<file path="src/rtl/fifo_write_arbiter.sv">
// Round-robin arbiter sharing one fifo write port between NUM_REQ valid/ready
// requesters, with optional burst locking delimited by req_last.
module fifo_write_arbiter #(
  parameter int unsigned NUM_REQ   = 4,
  parameter int unsigned DATA_W    = 32,
  parameter int unsigned MAX_BURST = 4
) (
  input  logic                              clk,
  input  logic                              reset,
  input  logic [NUM_REQ-1:0]                req_valid,
  input  logic [NUM_REQ*DATA_W-1:0]         req_data,
  input  logic [NUM_REQ-1:0]                req_last,
  output logic [NUM_REQ-1:0]                req_ready,
  output logic                              fifo_write_en,
  output logic [DATA_W-1:0]                 fifo_write_data,
  input  logic                              fifo_full,
  output logic                              locked,
  output logic [$clog2(NUM_REQ)-1:0]        owner
);

  localparam int unsigned PTR_W = $clog2(NUM_REQ);
  localparam int unsigned CNT_W = $clog2(MAX_BURST + 1);
  localparam logic [CNT_W-1:0] LAST_CNT = CNT_W'(MAX_BURST - 1);
  localparam logic [PTR_W-1:0] LAST_REQ = PTR_W'(NUM_REQ - 1);

  typedef enum logic {
    IDLE   = 1'b0,
    LOCKED = 1'b1
  } state_t;

  state_t             r_state;
  logic [PTR_W-1:0]   r_rr_ptr;
  logic [PTR_W-1:0]   r_owner;
  logic [CNT_W-1:0]   r_beat_cnt;
  logic               r_locked;

  state_t             w_state_nxt;
  logic [PTR_W-1:0]   w_rr_ptr_nxt;
  logic [PTR_W-1:0]   w_owner_nxt;
  logic [CNT_W-1:0]   w_beat_cnt_nxt;
  logic               w_locked_nxt;

  logic               w_grant_vld;
  logic [PTR_W-1:0]   w_grant;
  logic [PTR_W-1:0]   w_idx;
  logic [DATA_W-1:0]  w_sel_data;
  logic               w_accept;
  logic               w_burst_end;
  logic [PTR_W-1:0]   w_grant_inc;

  // Grant: owner while locked, else first valid requester from rr_ptr upward.
  // Scanning offsets high-to-low lets the lowest offset win the final write.
  always_comb begin
    w_grant_vld = 1'b0;
    w_grant     = '0;
    w_idx       = '0;
    if (r_state == LOCKED) begin
      w_grant_vld = 1'b1;
      w_grant     = r_owner;
    end else begin
      for (int unsigned k = NUM_REQ; k > 0; k--) begin
        if ((32'(r_rr_ptr) + k - 1) >= NUM_REQ) begin
          w_idx = PTR_W'(32'(r_rr_ptr) + k - 1 - NUM_REQ);
        end else begin
          w_idx = PTR_W'(32'(r_rr_ptr) + k - 1);
        end
        if (req_valid[w_idx]) begin
          w_grant_vld = 1'b1;
          w_grant     = w_idx;
        end
      end
    end
  end

  // Payload mux for the granted requester.
  always_comb begin
    w_sel_data = '0;
    for (int unsigned i = 0; i < NUM_REQ; i++) begin
      if (w_grant == PTR_W'(i)) begin
        w_sel_data = req_data[i*DATA_W +: DATA_W];
      end
    end
  end

  assign w_accept    = w_grant_vld & req_valid[w_grant] & ~fifo_full & ~reset;
  assign w_burst_end = req_last[w_grant] | (r_beat_cnt == LAST_CNT);
  assign w_grant_inc = (w_grant == LAST_REQ) ? '0 : w_grant + PTR_W'(1);

  // Next-state and write-port outputs.
  always_comb begin
    w_state_nxt     = r_state;
    w_rr_ptr_nxt    = r_rr_ptr;
    w_owner_nxt     = r_owner;
    w_beat_cnt_nxt  = r_beat_cnt;
    w_locked_nxt    = r_locked;
    req_ready       = '0;
    fifo_write_en   = 1'b0;
    fifo_write_data = '0;
    if (w_accept) begin
      req_ready       = NUM_REQ'(1) << w_grant;
      fifo_write_en   = 1'b1;
      fifo_write_data = w_sel_data;
      w_owner_nxt     = w_grant;
      if (w_burst_end) begin
        w_state_nxt    = IDLE;
        w_locked_nxt   = 1'b0;
        w_beat_cnt_nxt = '0;
        w_rr_ptr_nxt   = w_grant_inc;
      end else begin
        w_state_nxt    = LOCKED;
        w_locked_nxt   = 1'b1;
        w_beat_cnt_nxt = r_beat_cnt + CNT_W'(1);
      end
    end
  end

  always_ff @(posedge clk or posedge reset) begin
    if (reset) begin
      r_state    <= IDLE;
      r_rr_ptr   <= '0;
      r_owner    <= '0;
      r_beat_cnt <= '0;
      r_locked   <= 1'b0;
    end else begin
      r_state    <= w_state_nxt;
      r_rr_ptr   <= w_rr_ptr_nxt;
      r_owner    <= w_owner_nxt;
      r_beat_cnt <= w_beat_cnt_nxt;
      r_locked   <= w_locked_nxt;
    end
  end

  assign locked = r_locked;
  assign owner  = r_owner;

endmodule

</file>
<file path="config.mk">
export PLATFORM = sky130hd
export DESIGN_NAME = fifo_write_arbiter
export DESIGN_NICKNAME = d
export VERILOG_FILES = /design/src/rtl/fifo_write_arbiter.sv
export SDC_FILE = /design/constraint.sdc
export NUM_CORES = 1
export LEC_CHECK = 0
export ABC_AREA = 1
export CAP_MARGIN = 20
export CORE_MARGIN = 5
export CORE_UTILIZATION = 35
export CTS_BUF_LIST = sky130_fd_sc_hd__clkbuf_8
export DETAILED_ROUTE_END_ITERATION = 16
export PLACE_DENSITY_LB_ADDON = 0.2
export SLEW_MARGIN = 15
export SYNTH_ARGS = -nofsm -noshare
export SYNTH_HDL_FRONTEND = slang
export SYNTH_SLANG_ARGS = --single-unit
</file>
<file path="constraint.sdc">
create_clock -name clk -period 5.9 [get_ports clk]
set_input_delay 0.59 -clock clk [delete_from_list [all_inputs] [get_ports clk]]
set_output_delay 0.59 -clock clk [all_outputs]
set_load 0.01 [all_outputs]
</file>
==> flow_metrics.env, run 1 <==
export IMPL_portBuffers=178
export IMPL_drc=0
export IMPL_crit_path_end="fifo_write_data[7]"
export IMPL_start_util=0.362
export IMPL_rsz0062_at_grt="no"
export IMPL_final_max_slew_viol_count=0
export IMPL_tritoncts="done"
export IMPL_hold_viol=0
export IMPL_cp_common_cell="nand2_1"
export IMPL_grt_overflow=0
export IMPL_grt_pass1_wl_um=15200
export IMPL_r2r_start="r_rr_ptr[0]"
export IMPL_dr_pass1_iters=4
export IMPL_yosys_warnings=0
export IMPL_r2r_end="owner[0]"
export IMPL_grt_use_total=0.252
export IMPL_clock_sinks=8
export IMPL_viasPerCell=5.23
export IMPL_clock_latency_ns=0.22
export IMPL_power_frac_clock=0.031
export IMPL_synthTopCellsByCount="nand2_1 (82), a21oi_1 (52), nand3_1 (37)"
export IMPL_synthArstFlopShare=1.00
export IMPL_switchingPower_mw=1.18
export IMPL_reg2reg_slack_ns=3.14
export IMPL_met3WireLength_um=795
export IMPL_synth_most_common_cell="nand2_1"
export IMPL_p_per_area_nw_per_um2=532
export IMPL_ff2ff_path_depth=13
export IMPL_max_stage_delay_ns=0.55
export IMPL_min_period_over_period=0.787
export IMPL_synthTopCellsByArea="nand2_1 (15%), a21oi_1 (13%), dfrtp_1 (9.9%)"
export IMPL_num_rows=27
export IMPL_hold_worst_slack_ns=0.498
export IMPL_antenna_left=0
export IMPL_synth_top_area_share=0.152
export IMPL_yosys_most_used_dff="dfrtp_1"
export IMPL_crit_fanout=23
export IMPL_routed_top_layer="met4"
export IMPL_antenna_found_initial=0
export IMPL_finalSetupViolCount=0
export IMPL_h_tree_depth=1
export IMPL_placedCellCount=579
export IMPL_p_leak_nw=1.50
export IMPL_die_area_um2=7390
export IMPL_switching_share=0.580
export IMPL_die_x_um=86.0
export IMPL_maxCapViolCount=0
export IMPL_critPathRequiredTime_ns=5.31
export IMPL_worstPathCellList="clkdlybuf4s50_1 -> nand2_1 -> nand3_1 -> nand2_1 -> nand2_2 -> nand2_1 -> nand2_2 -> nand3_4 -> nand2_4 -> inv_1 -> ha_1 -> inv_1 -> buf_4 -> nor2_1 -> o31ai_1 -> o21ai_0 -> nor2_2 -> clkdlybuf4s50_1"
export IMPL_syn_area_um2=2020
export IMPL_fmax_mhz=215
export IMPL_area_growth_pct=89.5
export IMPL_worst_setup_path_type="in -> out"
export IMPL_numCtsBuffers=3
export IMPL_ctsHoldBuffers=0
export IMPL_gp_congestion=0.958
export IMPL_final_cell_count_no_fill=582
export IMPL_critPathCaptureType="primary output"
export IMPL_fin_crit_ns=4.64
export IMPL_dp_hpwl_um=7820
export IMPL_skew_ns=0.000168
export IMPL_synth_edf_count=0
export IMPL_num_vias=3044
export IMPL_ys_ff_latch=8
export IMPL_die_h_um=86.0
export IMPL_nets=657
export IMPL_clock_tree_buffer_depth=2
export IMPL_tightest_slew_ns=0.989
export IMPL_antenna_cells=0
export IMPL_hp_class="reg -> reg"
export IMPL_final_util=0.687
export IMPL_wl_per_cell_um=17.0
export IMPL_post_cts_buffers=0
export IMPL_p_comb_frac=0.913
export IMPL_routed_wirelength_um=9900
export IMPL_drt_iter0_markers=193
export IMPL_layout_drive_gt1_share=0.114
export IMPL_cts_root_buf="clkbuf_8"
export IMPL_crit_start="req_valid[3]"
export IMPL_intPower_mw=0.856
export IMPL_seq_area_frac_synth=0.0991
export IMPL_slowest_stage="clkdlybuf4s50_1"
export IMPL_ioPinCount=179
export IMPL_synth_distinct_cells=25
export IMPL_status="finished clean"
export IMPL_grt_pass1_vias=2958
export IMPL_n_fill_cell=529
export IMPL_synth_top_area_cell="nand2_1"
export IMPL_worstPathArrival_ns=4.05
export IMPL_grt_max_degree=41
export IMPL_synth_fp_nets=499
export IMPL_wl_met2_um=5020
export IMPL_syn_avg_cell_area_um2=5.70
export IMPL_worst_setup_path_start_kind="primary input"
export IMPL_slew_headroom=0.339
export IMPL_ir_drop_v=0.000366
export IMPL_cts_resized=0
export IMPL_clkSlewWorstSetupHoldPaths_ns=0.04
export IMPL_syn_inst=354
export IMPL_m1WireLength_um=3870
export IMPL_tns_ns=0
export IMPL_seq_power_share=0.055
export IMPL_core_um2=5570
[power groups by stage]
stage                     Clock [mW]  Combinational [mW]  Sequential, mW
after global routing          0.0669                2.08           0.116
after CTS                     0.0655                1.86           0.111
after floorplan                    0                1.34           0.100
after global placement             0                1.82           0.110
final                         0.0637                1.86           0.112
after detailed placement           0                1.86           0.111
[kinds of logic (layout without fill, tap and decap cells)]
group	count (synthesis)	count (layout)	synth area share
AND/OR/NAND/NOR	170	170	0.388
adder cells (fa/ha/maj)	6	6	0.0372
AO/OA/AOI/OAI	119	119	0.360
buffers and inverters	51	207	0.116
flip-flops	8	8	0.0991
[routing by layer]
layer / vias up / global-route usage
met3: 18 / 0.0403
met5: - / 0
met2: 123 / 0.456
li1: 1521 / -
met4: 0 / 0.0647
met1: 1382 / 0.306
[worst min path at each step]
| stage | cells after the start | slack (ns) | endpoint | start |
|---|---|---|---|---|
| floorplan | 1 | 0.41 | owner[0] | reset |
| global placement | 2 | 0.48 | r_beat_cnt[1] | r_beat_cnt[1] |
| detailed placement | 2 | 0.49 | r_beat_cnt[2] | r_beat_cnt[2] |
| CTS | 2 | 0.50 | r_beat_cnt[2] | r_beat_cnt[2] |
| global route | 2 | 0.55 | r_beat_cnt[2] | r_beat_cnt[2] |
| finish | 2 | 0.50 | r_beat_cnt[2] | r_beat_cnt[2] |
[layout make-up]
type / count / area (um2) / area share
inverter: 19 / 73.8 / 0.0193
sequential: 8 / 200 / 0.0523
multi-input combinational: 295 / 1590 / 0.415
clock buffer: 3 / 41.3 / 0.0108
tap: 72 / 90.1 / 0.0235
timing repair buffer: 185 / 1830 / 0.479
[worst max-delay path: cells and delay by family]
kind | cells | cell delay [ns]
AND/OR/NAND/NOR | 10 | 1.00
adder cells (fa/ha/maj) | 1 | 0.21
buffers and inverters | 5 | 1.80
AO/OA/AOI/OAI | 2 | 0.44
[flip-flops by register name, indices dropped and copies added (netlist names)]
register,flops
r_beat_cnt,3
r_rr_ptr,2
r_state,1
owner,2
[through the flow]
stage / setup WS, ns / cell area [um2] / power [mW]
after floorplan: 2.75 / 2020 / 1.44
after global placement: 1.34 / 3790 / 1.93
after detailed placement: 1.27 / 3790 / 1.97
after CTS: 1.25 / 3830 / 2.04
after global routing: 0.935 / 3830 / 2.26
final: 1.26 / 3830 / 2.04
[layout by cell type (no fill, tap or decap)]
master	instances
nand3_2	2
o21ai_1	4
inv_2	3
buf_4	7
o31ai_1	13
clkdlybuf4s50_1	178
or2_2	1
o21ai_0	17
inv_4	1
inv_1	15
nand2_2	8
nand3_4	1
nor2_1	21
clkbuf_8	3
dfrtp_1	8
nand2_4	1
nand3_1	37
nor2_2	18
a21oi_2	13
nand2_1	81
o211ai_1	19
a211oi_1	1
a21oi_1	52
ha_1	6
Power figures use the tool's default switching activity.
==> run 2, diff against run 1 <==
--- a/config.mk
+++ b/config.mk
@@ -8,7 +8,7 @@
 export ABC_AREA = 1
 export CAP_MARGIN = 20
 export CORE_MARGIN = 5
-export CORE_UTILIZATION = 35
+export CORE_UTILIZATION = 33
 export CTS_BUF_LIST = sky130_fd_sc_hd__clkbuf_8
 export DETAILED_ROUTE_END_ITERATION = 16
 export PLACE_DENSITY_LB_ADDON = 0.2
==> constraint.sdc (replaced) <==
create_clock -name clk -period 4.7 [get_ports clk]
set_input_delay 0.47 -clock clk [delete_from_list [all_inputs] [get_ports clk]]
set_output_delay 0.47 -clock clk [all_outputs]
set_load 0.01 [all_outputs]
==> flow_metrics.env, run 2 (same netlist as run 1, synthesis figures left out) <==
export IMPL_status="finished clean"
export IMPL_critPathRequiredTime_ns=4.23
export IMPL_power_mw=2.56
export IMPL_p_comb_frac=0.912
export IMPL_seq_power_share=0.055
export IMPL_wl_per_cell_um=16.1
export IMPL_post_cts_buffers=0
export IMPL_viasPerCell=5.12
export IMPL_num_vias=3003
export IMPL_largest_reg_flops=3
export IMPL_rsz0062_at_grt="no"
export IMPL_worstPathArrival_ns=3.71
export IMPL_fmax_mhz=239
export IMPL_finalSetupViolCount=0
export IMPL_hp_class="reg -> reg"
export IMPL_antenna_found_initial=0
export IMPL_ir_drop_v=0.000439
export IMPL_die_x_um=88.2
export IMPL_cts_root_buf="clkbuf_8"
export IMPL_antenna_cells=0
export IMPL_crit_fanout=31
export IMPL_antenna_left=0
export IMPL_drt_iter0_markers=99
export IMPL_fin_crit_ns=4.18
export IMPL_grt_use_total=0.226
export IMPL_grt_overflow=0
export IMPL_die_area_um2=7780
export IMPL_clock_sinks=8
export IMPL_worst_setup_path_start_kind="primary input"
export IMPL_worst_setup_path_type="in -> out"
export IMPL_portBuffers=178
export IMPL_intPower_mw=1.09
export IMPL_power_frac_clock=0.034
export IMPL_min_period_over_period=0.890
export IMPL_n_fill_cell=529
export IMPL_largest_register="r_beat_cnt"
export IMPL_critPathCaptureType="primary output"
export IMPL_hold_viol=0
export IMPL_ctsHoldBuffers=0
export IMPL_grt_pass1_vias=2827
export IMPL_grt_pass1_wl_um=14100
export IMPL_routed_wirelength_um=9410
export IMPL_area_growth_pct=90.8
export IMPL_core_um2=5920
export IMPL_skew_ns=0.00684
export IMPL_start_util=0.341
export IMPL_layout_commonest_cell="clkdlybuf4s50_1"
export IMPL_tns_ns=0
export IMPL_p_leak_nw=1.51
export IMPL_slew_headroom=0.577
export IMPL_num_rows=28
export IMPL_clock_tree_buffer_depth=2
export IMPL_nets=658
export IMPL_final_max_slew_viol_count=0
export IMPL_clkSlewWorstSetupHoldPaths_ns=0.05
export IMPL_numCtsBuffers=3
export IMPL_dp_hpwl_um=7440
export IMPL_ioPinCount=179
export IMPL_drc=0
export IMPL_grt_max_degree=35
export IMPL_switchingPower_mw=1.47
export IMPL_gp_congestion=0.853
export IMPL_cts_resized=0
export IMPL_clock_latency_ns=0.24
export IMPL_p_per_area_nw_per_um2=665
export IMPL_tightest_slew_ns=0.634
export IMPL_tritoncts="done"
export IMPL_layout_drive_gt1_share=0.117
export IMPL_dr_pass1_iters=4
export IMPL_die_h_um=88.2
export IMPL_switching_share=0.573
export IMPL_h_tree_depth=1
export IMPL_layout_common_cells="clkdlybuf4s50_1 (178), nand2_1 (81), a21oi_1 (52)"
export IMPL_maxCapViolCount=0
run 2: changes by cell type in the layout (fill, tap and decap cells not counted), sizes merged:
cell and delta:
buf +1
run 2: final timing paths:
path	startpoint	endpoint	slack, ns	cells past startpoint
worst max-delay path	req_valid[2]	fifo_write_data[9]	0.52	14
worst min-delay path	r_beat_cnt[2]	r_beat_cnt[2]	0.51	2
worst max register to register	r_rr_ptr[0]	owner[0]	1.98	17
worst min register to register	r_beat_cnt[2]	r_beat_cnt[2]	0.51	2
max in group asynchronous	reset	r_rr_ptr[1]	3.91	2
min in group asynchronous	reset	owner[0]	0.53	2
run 2: worst max-delay path, stage by stage:
cell	delay [ns]
clkdlybuf4s50_1	0.55
nand2_1	0.09
nand2_2	0.12
nand2_1	0.07
nand2_2	0.08
nand2_2	0.06
nand3_2	0.07
nand3_4	0.12
nand2_4	0.14
ha_2	0.54
inv_1	0.46
o211ai_1	0.35
a21oi_2	0.08
clkdlybuf4s50_1	0.49
run 2: cell type report:
| type | instances | area (um2) | share of cell area |
|---|---|---|---|
| Timing Repair Buffer | 186 | 1850 | 0.481 |
| Multi-Input combinational cell | 295 | 1590 | 0.413 |
| Sequential cell | 8 | 200 | 0.0519 |
| Tap cell | 75 | 93.8 | 0.0244 |
| Inverter | 19 | 73.8 | 0.0192 |
| Clock buffer | 3 | 41.3 | 0.0107 |
run 2: per-stage QoR:
stage | worst slack [ns] | area, um2 | hold WS (ns) | cells | utilization
after floorplan | 1.75 | 2020 | 0.286 | 354 | -
after global placement | 0.572 | 3810 | 0.473 | 583 | 0.644
after detailed placement | 0.526 | 3810 | 0.503 | 583 | 0.644
after CTS | 0.513 | 3850 | 0.515 | 586 | 0.651
after global routing | 0.267 | 3850 | 0.530 | 586 | 0.651
final | 0.517 | 3850 | 0.505 | 586 | 0.651
run 2: power groups by stage:
stage / registers (mW) / logic [mW] / clock network (mW)
2_1_floorplan: 0.126 / 1.68 / 0
3_3_place_gp: 0.138 / 2.31 / 0
3_5_place_dp: 0.140 / 2.34 / 0
4_1_cts: 0.140 / 2.35 / 0.0883
5_1_grt: 0.145 / 2.61 / 0.0918
6_report: 0.140 / 2.34 / 0.0863
run 2: metal layers:
layer | GRT usage | up-vias | wire length (um)
met2 | 0.399 | 134 | 4610
met3 | 0.0438 | 11 | 849
met5 | 0 | - | 0
met4 | 0.0426 | 0 | 138
met1 | 0.286 | 1333 | 3810
li1 | - | 1525 | -
